===== config.mk =====
export PLATFORM = sky130hd
export DESIGN_NAME = ring_ingress_flat
export DESIGN_NICKNAME = d
export VERILOG_FILES = /design/src/rtl/ring_ingress_if.sv /design/src/rtl/ring_ingress.sv /design/src/flat_wrapper.sv
export SDC_FILE = /design/constraint.sdc
export NUM_CORES = 1
export LEC_CHECK = 0
export BUFFER_PORTS_ARGS = -buffer_cell sky130_fd_sc_hd__buf_2
export CAP_MARGIN = 10
export CORE_MARGIN = 10
export CORE_UTILIZATION = 60
export CTS_CLUSTER_SIZE = 25
export DETAILED_ROUTE_END_ITERATION = 10
export GPL_TIMING_DRIVEN = 0
export PLACE_DENSITY = 0.92
export SLEW_MARGIN = 0
export SYNTH_ARGS = -nofsm -noshare
export SYNTH_HDL_FRONTEND = slang
export SYNTH_SLANG_ARGS = --single-unit

===== constraint.sdc =====
create_clock -name clk -period 3.1 [get_ports clk]
set_input_delay 0 -clock clk [delete_from_list [all_inputs] [get_ports clk]]
set_output_delay 0 -clock clk [all_outputs]
set_load 0.005 [all_outputs]

===== src/rtl/ring_ingress_if.sv =====
// rtl/ring_ingress_if.sv - host byte handshake and ring FIFO 0 write port bundle
interface ring_ingress_if;
    logic [7:0] host_data;
    logic       host_valid;
    logic       host_ready;
    logic [7:0] fifo_data;
    logic       fifo_wr_en;
    logic       fifo_full;

    modport slave (
        input  host_data,
        input  host_valid,
        input  fifo_full,
        output host_ready,
        output fifo_data,
        output fifo_wr_en
    );

    modport master (
        output host_data,
        output host_valid,
        output fifo_full,
        input  host_ready,
        input  fifo_data,
        input  fifo_wr_en
    );
endinterface


===== src/rtl/ring_ingress.sv =====
// rtl/ring_ingress.sv - frames host bytes as header/payload/checksum into ring FIFO 0
module ring_ingress #(
    parameter bit TRAILER_EN = 1'b1
) (
    input  logic                clk,
    input  logic                reset,
    ring_ingress_if.slave       bus,
    output logic [1:0]          cur_dest,
    output logic                busy,
    output logic [7:0]          pkt_count
);
    typedef enum logic [1:0] {HDR, PAY, TRL} state_t;

    state_t     state;
    state_t     state_next;
    logic [7:0] slot;
    logic       occupied;
    logic       slot_last;
    logic [5:0] remaining;
    logic [7:0] checksum;

    logic       drain;
    logic       can_load;
    logic       accept;
    logic       final_accept;
    logic       load_trailer;

    // Slot drains whenever it holds a byte and the FIFO has room; it may refill on the same edge.
    assign drain        = occupied & ~bus.fifo_full;
    assign can_load     = ~occupied | drain;
    assign accept       = bus.host_valid & bus.host_ready;
    assign load_trailer = (state == TRL) & can_load;
    // Last host byte of a packet: a zero-length header, or the final payload byte.
    assign final_accept = accept & (((state == HDR) & (bus.host_data[5:0] == 6'd0)) |
                                    ((state == PAY) & (remaining == 6'd1)));

    // State register.
    always_ff @(posedge clk) begin
        if (reset) begin
            state <= HDR;
        end else begin
            state <= state_next;
        end
    end

    // Next-state: header opens a packet, the L-th payload byte closes it, trailer returns to idle.
    always_comb begin
        state_next = state;
        case (state)
            HDR: begin
                if (accept) begin
                    if (bus.host_data[5:0] != 6'd0) begin
                        state_next = PAY;
                    end else begin
                        state_next = TRAILER_EN ? TRL : HDR;
                    end
                end
            end
            PAY: begin
                if (final_accept) begin
                    state_next = TRAILER_EN ? TRL : HDR;
                end
            end
            TRL: begin
                if (can_load) begin
                    state_next = HDR;
                end
            end
            default: state_next = HDR;
        endcase
    end

    // Outputs: handshake and FIFO strobe follow the slot; host is never offered a slot in TRL.
    always_comb begin
        bus.host_ready = ~reset & (state != TRL) & can_load;
        bus.fifo_wr_en = drain;
        bus.fifo_data  = slot;
        busy           = (state != HDR) | occupied;
    end

    // Datapath: output slot, packet bookkeeping and completed-packet counter.
    always_ff @(posedge clk) begin
        if (reset) begin
            slot      <= 8'h00;
            occupied  <= 1'b0;
            slot_last <= 1'b0;
            remaining <= 6'd0;
            checksum  <= 8'h00;
            cur_dest  <= 2'd0;
            pkt_count <= 8'd0;
        end else begin
            if (drain & slot_last) begin
                pkt_count <= pkt_count + 8'd1;
            end

            if (load_trailer) begin
                slot      <= checksum;
                occupied  <= 1'b1;
                slot_last <= 1'b1;
            end else if (accept) begin
                slot      <= bus.host_data;
                occupied  <= 1'b1;
                slot_last <= ~TRAILER_EN & final_accept;
            end else if (drain) begin
                occupied  <= 1'b0;
            end

            if (accept && state == HDR) begin
                cur_dest  <= bus.host_data[7:6];
                remaining <= bus.host_data[5:0];
                checksum  <= bus.host_data;
            end else if (accept && state == PAY) begin
                remaining <= remaining - 6'd1;
                checksum  <= checksum + bus.host_data;
            end
        end
    end
endmodule


===== src/flat_wrapper.sv =====
// flat-port wrapper written by rule: the top's interface ports become plain ports
module ring_ingress_flat 
#(
    parameter bit TRAILER_EN = 1'b1
)
  (clk, reset, cur_dest, busy, pkt_count, bus_host_data, bus_host_valid, bus_fifo_full, bus_host_ready, bus_fifo_data, bus_fifo_wr_en);
  ring_ingress_if bus_i ();
  input  logic clk;
  input  logic reset;
  output logic [1:0] cur_dest;
  output logic busy;
  output logic [7:0] pkt_count;
  input wire logic [$bits(bus_i.host_data)-1:0] bus_host_data;
  input wire logic [$bits(bus_i.host_valid)-1:0] bus_host_valid;
  input wire logic [$bits(bus_i.fifo_full)-1:0] bus_fifo_full;
  output wire logic [$bits(bus_i.host_ready)-1:0] bus_host_ready;
  output wire logic [$bits(bus_i.fifo_data)-1:0] bus_fifo_data;
  output wire logic [$bits(bus_i.fifo_wr_en)-1:0] bus_fifo_wr_en;
  assign bus_i.host_data = bus_host_data;
  assign bus_i.host_valid = bus_host_valid;
  assign bus_i.fifo_full = bus_fifo_full;
  assign bus_host_ready = bus_i.host_ready;
  assign bus_fifo_data = bus_i.fifo_data;
  assign bus_fifo_wr_en = bus_i.fifo_wr_en;
  ring_ingress #(.TRAILER_EN(TRAILER_EN)) u_core (.clk(clk), .reset(reset), .bus(bus_i), .cur_dest(cur_dest), .busy(busy), .pkt_count(pkt_count));
endmodule

# Word-level counts from Yosys, hierarchy flattened
# Cells that the tools add are included.
# Widths: inputs -> output; s select.
[word_totals]
wordCells = 59
n_memories = 0
ramBits = 0
input_bits = 12
output_inout_bits = 21
latchBits = 0
rom_bits = 0
register_bits = 36
[classes]
bitwise_logic = 15
n_addsub = 3
n_mux = 16
n_mul = 0
magnitude_cmp = 0
n_shift = 0
reduce_logical = 10
eq_ne = 7
div = 0
[ops]
columns = ["op", "count"]
rows = [
  ["$mux 8", 4],
  ["$mux 6", 2],
  ["$and 1x1->1", 9],
  ["$add 8x1->8 const B", 1],
  ["$add 8x8->8", 1],
  ["$mux 2", 4],
  ["$eq 6x1->1 const B", 1],
  ["$logic_not 6->1", 1],
  ["$ne 2x1->1 const B", 3],
  ["$pmux 2 s3", 1],
  ["$reduce_bool 2->1", 3],
  ["$reduce_bool 6->1", 1],
  ["$sub 6x1->6 const B", 1],
  ["$mux 1", 5],
  ["$not 1->1", 3],
  ["$or 1x1->1", 3],
  ["$reduce_and 3->1", 1],
  ["$reduce_bool 3->1", 1],
  ["$eq 2x1->1 const B", 1],
  ["$eq 2x2->1 const B", 1],
  ["$logic_and 1x1->1", 2],
  ["$logic_not 2->1", 1],
  ["$ne 2x2->1 const B", 1],
]

# Logic depth before layout (Yosys ltp)
# Gate-level depths: netlist of run 1.
[depth]
word_depth = 8
mapped_depth = 8
depth_no_buf = 8

# Worst setup path before layout of run 1
# No wires, ideal clock.
[synth_timing]
path_type = "register -> register"
from = "register u_core.checksum[0]"
to = "register u_core.checksum[4]"
setup_time_ps = 91
synth_period_minus_slack_ps = 1688
path_slack_ps = 1412
path_buffers = 0
t_required_ps = 3009
t_arrival_ps = 1598
stages_incl_launch_ff = 9
path_cell_list = "dfxtp_1 -> ha_1 -> inv_1 -> fa_1 -> nor2b_1 -> o21a_1 -> nor3_1 -> nand3b_1 -> a311oi_1"
[synth_between]
elab_chain_cells = 3
[synth_rtl]
columns = ["element", "line_no", "source"]
rows = [
  ["start, declared", "ring_ingress.sv:20", "logic [7:0] checksum;"],
  ["start signal, assigned", "ring_ingress.sv:111", "checksum <= bus.host_data;"],
  ["start signal, assigned", "ring_ingress.sv:114", "checksum <= checksum + bus.host_data;"],
  ["$add 8x8->8", "ring_ingress.sv:114", ""],
  ["$mux 8", "ring_ingress.sv:112", "end else if (accept && state == PAY) begin"],
  ["$mux 8", "ring_ingress.sv:108", "if (accept && state == HDR) begin"],
]
# No other way between the ends. The select of a mux whose other input is x is not followed.
# A chain may end at the register's enable or synchronous reset.

# Worst setup path after layout of run 1
# Ends and elaborated chain as after synthesis.

==> results.ini, run 1 <==
[synthesis]
netlist_instances = 236
synth-edff-count = 0
synthArstFlopShare = 0
netlist_area_um2 = 2039
yosysWarnings = 0
syn_nets = 259
yosys-top-cells-count = dfxtp_1, nor2_1, nand2_1
synth_top_area_frac = 0.3534
synth.most_common_cell = dfxtp_1
synth_cell_types = 46
ys.flop_type = dfxtp_1
ys_ff_latch = 36
seq_area_frac_synth = 0.3534
yosys.area.top_type = dfxtp_1
ys_top_cells_by_area = dfxtp_1, ha_1, mux2i_1, nor2_1, a211oi_1
syn_avg_cell_area_um2 = 8.642

[power_and_ir_drop]
vdd_drop_max_v = 0.0003195
power_mw = 1.010
p_leak_nw = 1.017
power.density_nw_per_um2 = 424.8

[sta]
hold_violations = 0
tightestPinTransition_ns = 0.5913
slew_headroom = 0.6058
tns_ns = 0
clock.fmax_ghz = 0.5269
maxSlewViolCount = 0
fin_crit_ns = 1.898
period_share = 0.6122
fin_skew_ns = 0.009456
setup_viol = 0
rsz0062_at_grt = no

[cells_and_area]
syn_to_final_growth_pct = 16.63
layout.cells.non_filler = 328
diodes = 0
final_core_utilization = 0.7184
drive_gt1_frac = 0.1844
final_area_um2 = 2379
nets = 304

[critical_path]
critPathKind = flip-flop to flip-flop
crit_slowest_cell = fa_1
rrSetupSlack_ns = 1.20
max_stage_delay_ns = 0.40
critPathCaptureType = flip-flop
worstPathCellList = ha_1 > inv_1 > fa_1 > nor2b_1 > o21a_1 > nor3_1 > nand3b_1 > a311oi_1
critPathLaunchType = flip-flop
reg2regPathDepth = 8
arrival_ns = 2.16
timing.rr.start = u_core.checksum[0]
r2r_end = u_core.checksum[4]
cp.required_ns = 3.36
cp_max_fo = 3

[clocking]
clkLatencyLatePin_ns = 0.35
clk_pin_slew_ns = 0.11
cts_buffers = 5
cts_tree = built
htree_num_levels = 2
cts_num_sinks = 36
cts_resized = 0
clk_path_buf_depth = 2
clock-root-buffer = clkbuf_4

[floorplan]
die-area_um2 = 6131
die_h_um = 78.30
pin_count = 33
rows = 21
die_w_um = 78.30
core-area_um2 = 3311
start_util = 0.6160

[global_route]
gr-total-overflow = 0
grt_max_degree = 12
antenna_found_initial = 0
grt_pass1_vias = 1922
track_usage = 0.1804
grt_pass1_wl_mm = 9.183

[placed_design]
hpwl_mm = 3.798
place_congestion = 0.9190
port_buffers = 32
placed_cells = 314
place_area_um2 = 2257

[detailed_routing]
vias = 1951
drc = 0
wirelength_mm = 5.322
drt.antenna.violating_nets = 0
wl_per_cell_um = 16.23
drt-vias-per-instance = 5.948
drtPass1Iterations = 4
dr.first_iter.drc_count = 214

[worst_hold_path]
hold_path_depth = 3
min_from = bus_host_data[1]
whs_endpoint = u_core.remaining[1]
hp-class = input port to flip-flop

[run_status]
status = completed

[job]
cap_violations = 0

registers in the layout (all words and copies together) (netlist names):
signal / cells
u_core.slot_last: 1
u_core.remaining: 6
u_core.pkt_count: 8
u_core.occupied: 1
u_core.cur_dest: 2
u_core.checksum: 8
u_core.state: 2
u_core.bus.fifo_data: 8
where the power goes:
part | internal [mW] | switching (mW)
Combinational | 0.100 | 0.129
Sequential | 0.490 | 0.0221
Clock | 0.108 | 0.161
through the flow:
stage	hold slack, ns	setup WS [ns]
after floorplan	0.03023	1.412
after global placement	0.2578	1.261
after detailed placement	0.2826	1.259
after CTS	0.001354	1.204
after global routing	0.002141	1.018
final	0.006482	1.202
per-layer routing:
layer,GRT usage,share of wire,up-vias
li1,-,-,939
met4,0.07885,0.030,0
met1,0.2125,0.43,904
met3,0.04784,0.075,18
met5,0,0,-
met2,0.3010,0.47,90
worst max-delay path, delay by kind of cell (launching register included):
family	cells	cell delay, ns
buffers and inverters	1	0.06
and+or+nand+nor	3	0.37
DFF	1	0.37
adders and majority gates	2	0.60
AOI/OAI and AO/OA	2	0.41
cells in the final DEF, fill, tap and decap left out, types with 2 or more instances in the layout:
master / n
a211o_1: 2
a211oi_1: 14
a21o_1: 2
a21oi_1: 14
a22oi_1: 3
a311oi_1: 4
and2_1: 2
buf_1: 2
buf_2: 36
clkbuf_1: 5
clkbuf_4: 5
clkinv_2: 2
dfxtp_1: 36
dlygate4sd3_1: 6
ha_1: 10
inv_1: 6
mux2i_1: 12
nand2_1: 15
nand2b_1: 4
nand3_1: 9
nand3b_1: 2
nand4_1: 2
nor2_1: 32
nor2b_1: 3
nor3_1: 9
o21a_1: 4
o21ai_0: 8
or3_1: 2
xnor2_1: 6
xor2_1: 5
area by class of cell:
class	count	area, µm²
Clock buffer	6	51.30
Buffer	13	65.06
Timing Repair Buffer	38	220.2
Multi-Input combinational cell	181	1231
Fill cell	249	932.1
Clock inverter	2	10.01
Inverter	6	22.52
Sequential cell	36	720.7
Tap cell	46	57.56
worst max-delay path by stage:
stage / end / cells past startpoint / slack [ns] / from
global route: u_core.checksum[4] / 8 / 1.02 / u_core.checksum[0]
global placement: u_core.checksum[4] / 8 / 1.26 / u_core.checksum[0]
finish: u_core.checksum[4] / 8 / 1.20 / u_core.checksum[0]
detailed placement: u_core.checksum[4] / 8 / 1.26 / u_core.checksum[0]
floorplan: u_core.checksum[4] / 8 / 1.41 / u_core.checksum[0]
CTS: u_core.checksum[4] / 8 / 1.20 / u_core.checksum[0]
logic make-up (layout without fill, tap and decap cells):
family / count (synthesis) / count (layout) / share of synthesized area
adder cells (fa/ha/maj): 11 / 11 / 0.07117
AND/OR/NAND/NOR: 92 / 92 / 0.2429
multiplexers: 12 / 12 / 0.05890
flip-flops: 36 / 36 / 0.3534
XOR/XNOR: 11 / 11 / 0.04724
AO/OA/AOI/OAI: 55 / 55 / 0.1834
buffers and inverters: 19 / 65 / 0.04295
repair_timing:
item | 4_1_cts | 5_1_grt
hold buffers | 6 | 0
buffers inserted | 0 | 0
hold endpoints to repair | 7 | 0
(Power assumes the default switching activity.)
==> run 2, diff against run 1 <==
- CORE_UTILIZATION: 60 -> 56
- PLACE_DENSITY: 0.92 -> 0.87
- clock period: 3.1 -> 1.85 ns (I/O delays scaled with it)
==> results.ini, run 2 (synthesis gave the netlist of run 1 again) <==
[run_status]
status = completed

[critical_path]
crit_slowest_cell = fa_2
critPathLaunchType = flip-flop
crit_family = adder cells
critPathCaptureType = flip-flop
path_buf_inv = 1  ; unchanged
timing.rr.start = u_core.checksum[0]
worstPathCellList = ha_1 > inv_1 > fa_2 > nor2b_4 > o21a_1 > nor3_1 > nand3b_1 > a311oi_1
arrival_ns = 2.03  ; -0.13 ns
max_stage_delay_ns = 0.37  ; -0.03 ns
critPathKind = flip-flop to flip-flop
cp-startpoint = u_core.checksum[0]
cp.required_ns = 2.12  ; -1.24 ns
cp_max_fo = 3  ; unchanged

[cells_and_area]
diodes = 0  ; unchanged
syn_to_final_growth_pct = 16.69  ; about the same
layout.cells.non_filler = 327  ; -0.30%
nets = 304  ; unchanged
final_cell_mix = buf_2, dfxtp_1, nor2_1
mostFrequentLayoutCell = buf_2
drive_gt1_frac = 0.1957  ; +0.01133
ff_latch_area_um2 = 721.9  ; +0.17%
fill_cells = 293  ; +18%
multi_input_area_um2 = 1245  ; +1.1%

[global_route]
track_usage = 0.1681  ; -0.01236
grt_pass1_vias = 1788  ; -7.0%
grt_pass1_wl_mm = 8.707  ; -5.2%
antenna_found_initial = 0  ; unchanged
grt_max_degree = 11  ; -1
gr-total-overflow = 0  ; unchanged

[clocking]
clk_path_buf_depth = 2  ; unchanged
cts_num_sinks = 36  ; unchanged
cts_buffers = 5  ; unchanged
clkLatencyLatePin_ns = 0.36  ; about the same
htree_num_levels = 2  ; unchanged
cts_setup_buffers = 0  ; unchanged
clk_pin_slew_ns = 0.12  ; about the same
clock-root-buffer = clkbuf_4
cts_tree = built

[power_and_ir_drop]
pwr-share-comb = 0.234  ; +0.007
swShare = 0.3177  ; +0.008374
pwr-share-clk = 0.249  ; -0.017
power_frac_seq = 0.517  ; +0.010
p_leak_nw = 1.015  ; -0.16%
vdd_drop_max_v = 0.0003755  ; +18%
switchingPower_mw = 0.5273  ; +69%
power.density_nw_per_um2 = 697.5  ; +64%
p_int_mw = 1.133  ; +62%

[floorplan]
die-area_um2 = 6456  ; +5.3%
pin_count = 33  ; unchanged
die_w_um = 80.35  ; +2.6%
core-area_um2 = 3416  ; +3.2%
die_h_um = 80.35  ; +2.6%
rows = 21  ; unchanged
start_util = 0.5971  ; -0.01895

[placed_design]
port_buffers = 32  ; unchanged
hpwl_mm = 3.885  ; +2.3%
placed_cells = 314  ; unchanged
place_congestion = 0.8614  ; -6.3%

[detailed_routing]
vias = 1908  ; -2.2%
drt.antenna.violating_nets = 0  ; unchanged
wl_per_cell_um = 16.11  ; -0.69%
dr.first_iter.drc_count = 111  ; -48%
drc = 0  ; unchanged
drt-vias-per-instance = 5.835  ; -1.9%
drtPass1Iterations = 5  ; +1
wirelength_mm = 5.269  ; -1.0%

[sta]
rsz0062_at_grt = no
slew_headroom = 0.6245  ; +0.01871
tightestPinTransition_ns = 0.5632  ; -0.02806 ns
fin_skew_ns = 0.01199  ; +0.002529 ns
whs_ns = 0.01537  ; +0.008885 ns
maxSlewViolCount = 0  ; unchanged
clock.fmax_ghz = 0.5671  ; +7.6%
period_share = 0.9531  ; +0.3409
hold_violations = 0  ; unchanged
setup_viol = 0  ; unchanged
fin_crit_ns = 1.763  ; -0.1346 ns

[worst_hold_path]
min_from = bus_host_data[0]
hp-class = input port to flip-flop

[job]
cap_violations = 0  ; unchanged

[run 2: cell count changes in the layout (fill, tap and decap cells not counted), sizes merged]
cell,change
buf,-1
clkinv,-1
clkbuf,+1
[run 2: cell type report]
cell class,count,share of cell area
multi-input combinational,181,0.5231
sequential,36,0.3034
timing repair buffer,38,0.09253
buffer,13,0.02787
tap,46,0.02419
clock buffer,6,0.01735
inverter,6,0.009464
clock inverter,1,0.002103
[run 2: metrics by stage]
stage	util	power (mW)	setup WS, ns	TNS [ns]	cell area, µm²
global route	0.6967	1.748	0.006186	0	2380
finish	0.6967	1.660	0.08677	0	2380
floorplan	-	1.127	0.1615	0	2039
detailed placement	0.6608	1.241	-0.01130	-0.01130	2257
CTS	0.6930	1.654	0.02482	0	2367
global placement	0.6608	1.226	0.04916	0	2257
[run 2: worst paths after layout]
path | to | slack (ns) | depth (start not counted)
setup / recovery | u_core.checksum[4] | 0.09 | 8
hold / removal | u_core.bus.fifo_data[0] | 0.02 | 3
setup reg to reg | u_core.checksum[4] | 0.09 | 8
hold reg to reg | u_core.slot_last | 0.47 | 2
[run 2: tightest hold or removal path, cell delays in order]
cell and delay (ns):
buf_2 0.12, mux2i_1 0.12, a211oi_1 0.08
[run 2: what timing repair did]
item,4_1_cts,5_1_grt
hold endpoints to repair,8,0
hold buffers,6,0
setup endpoints to repair,2,4
pin swaps,0,2
gates resized for setup,2,4
[run 2: layer usage]
metal | wire [µm] | track usage | share of wire
met1 | 2172 | 0.1969 | 0.41
met2 | 2632 | 0.2834 | 0.50
met3 | 359 | 0.04343 | 0.068
met4 | 104 | 0.06690 | 0.020
met5 | 0 | 0 | 0
[run 2: power by group through the flow]
stage	Combinational, mW	Clock, mW	Sequential, mW
floorplan	0.259	0	0.868
global placement	0.354	0	0.872
detailed placement	0.366	0	0.875
CTS	0.379	0.418	0.857
global route	0.427	0.456	0.864
finish	0.388	0.414	0.858
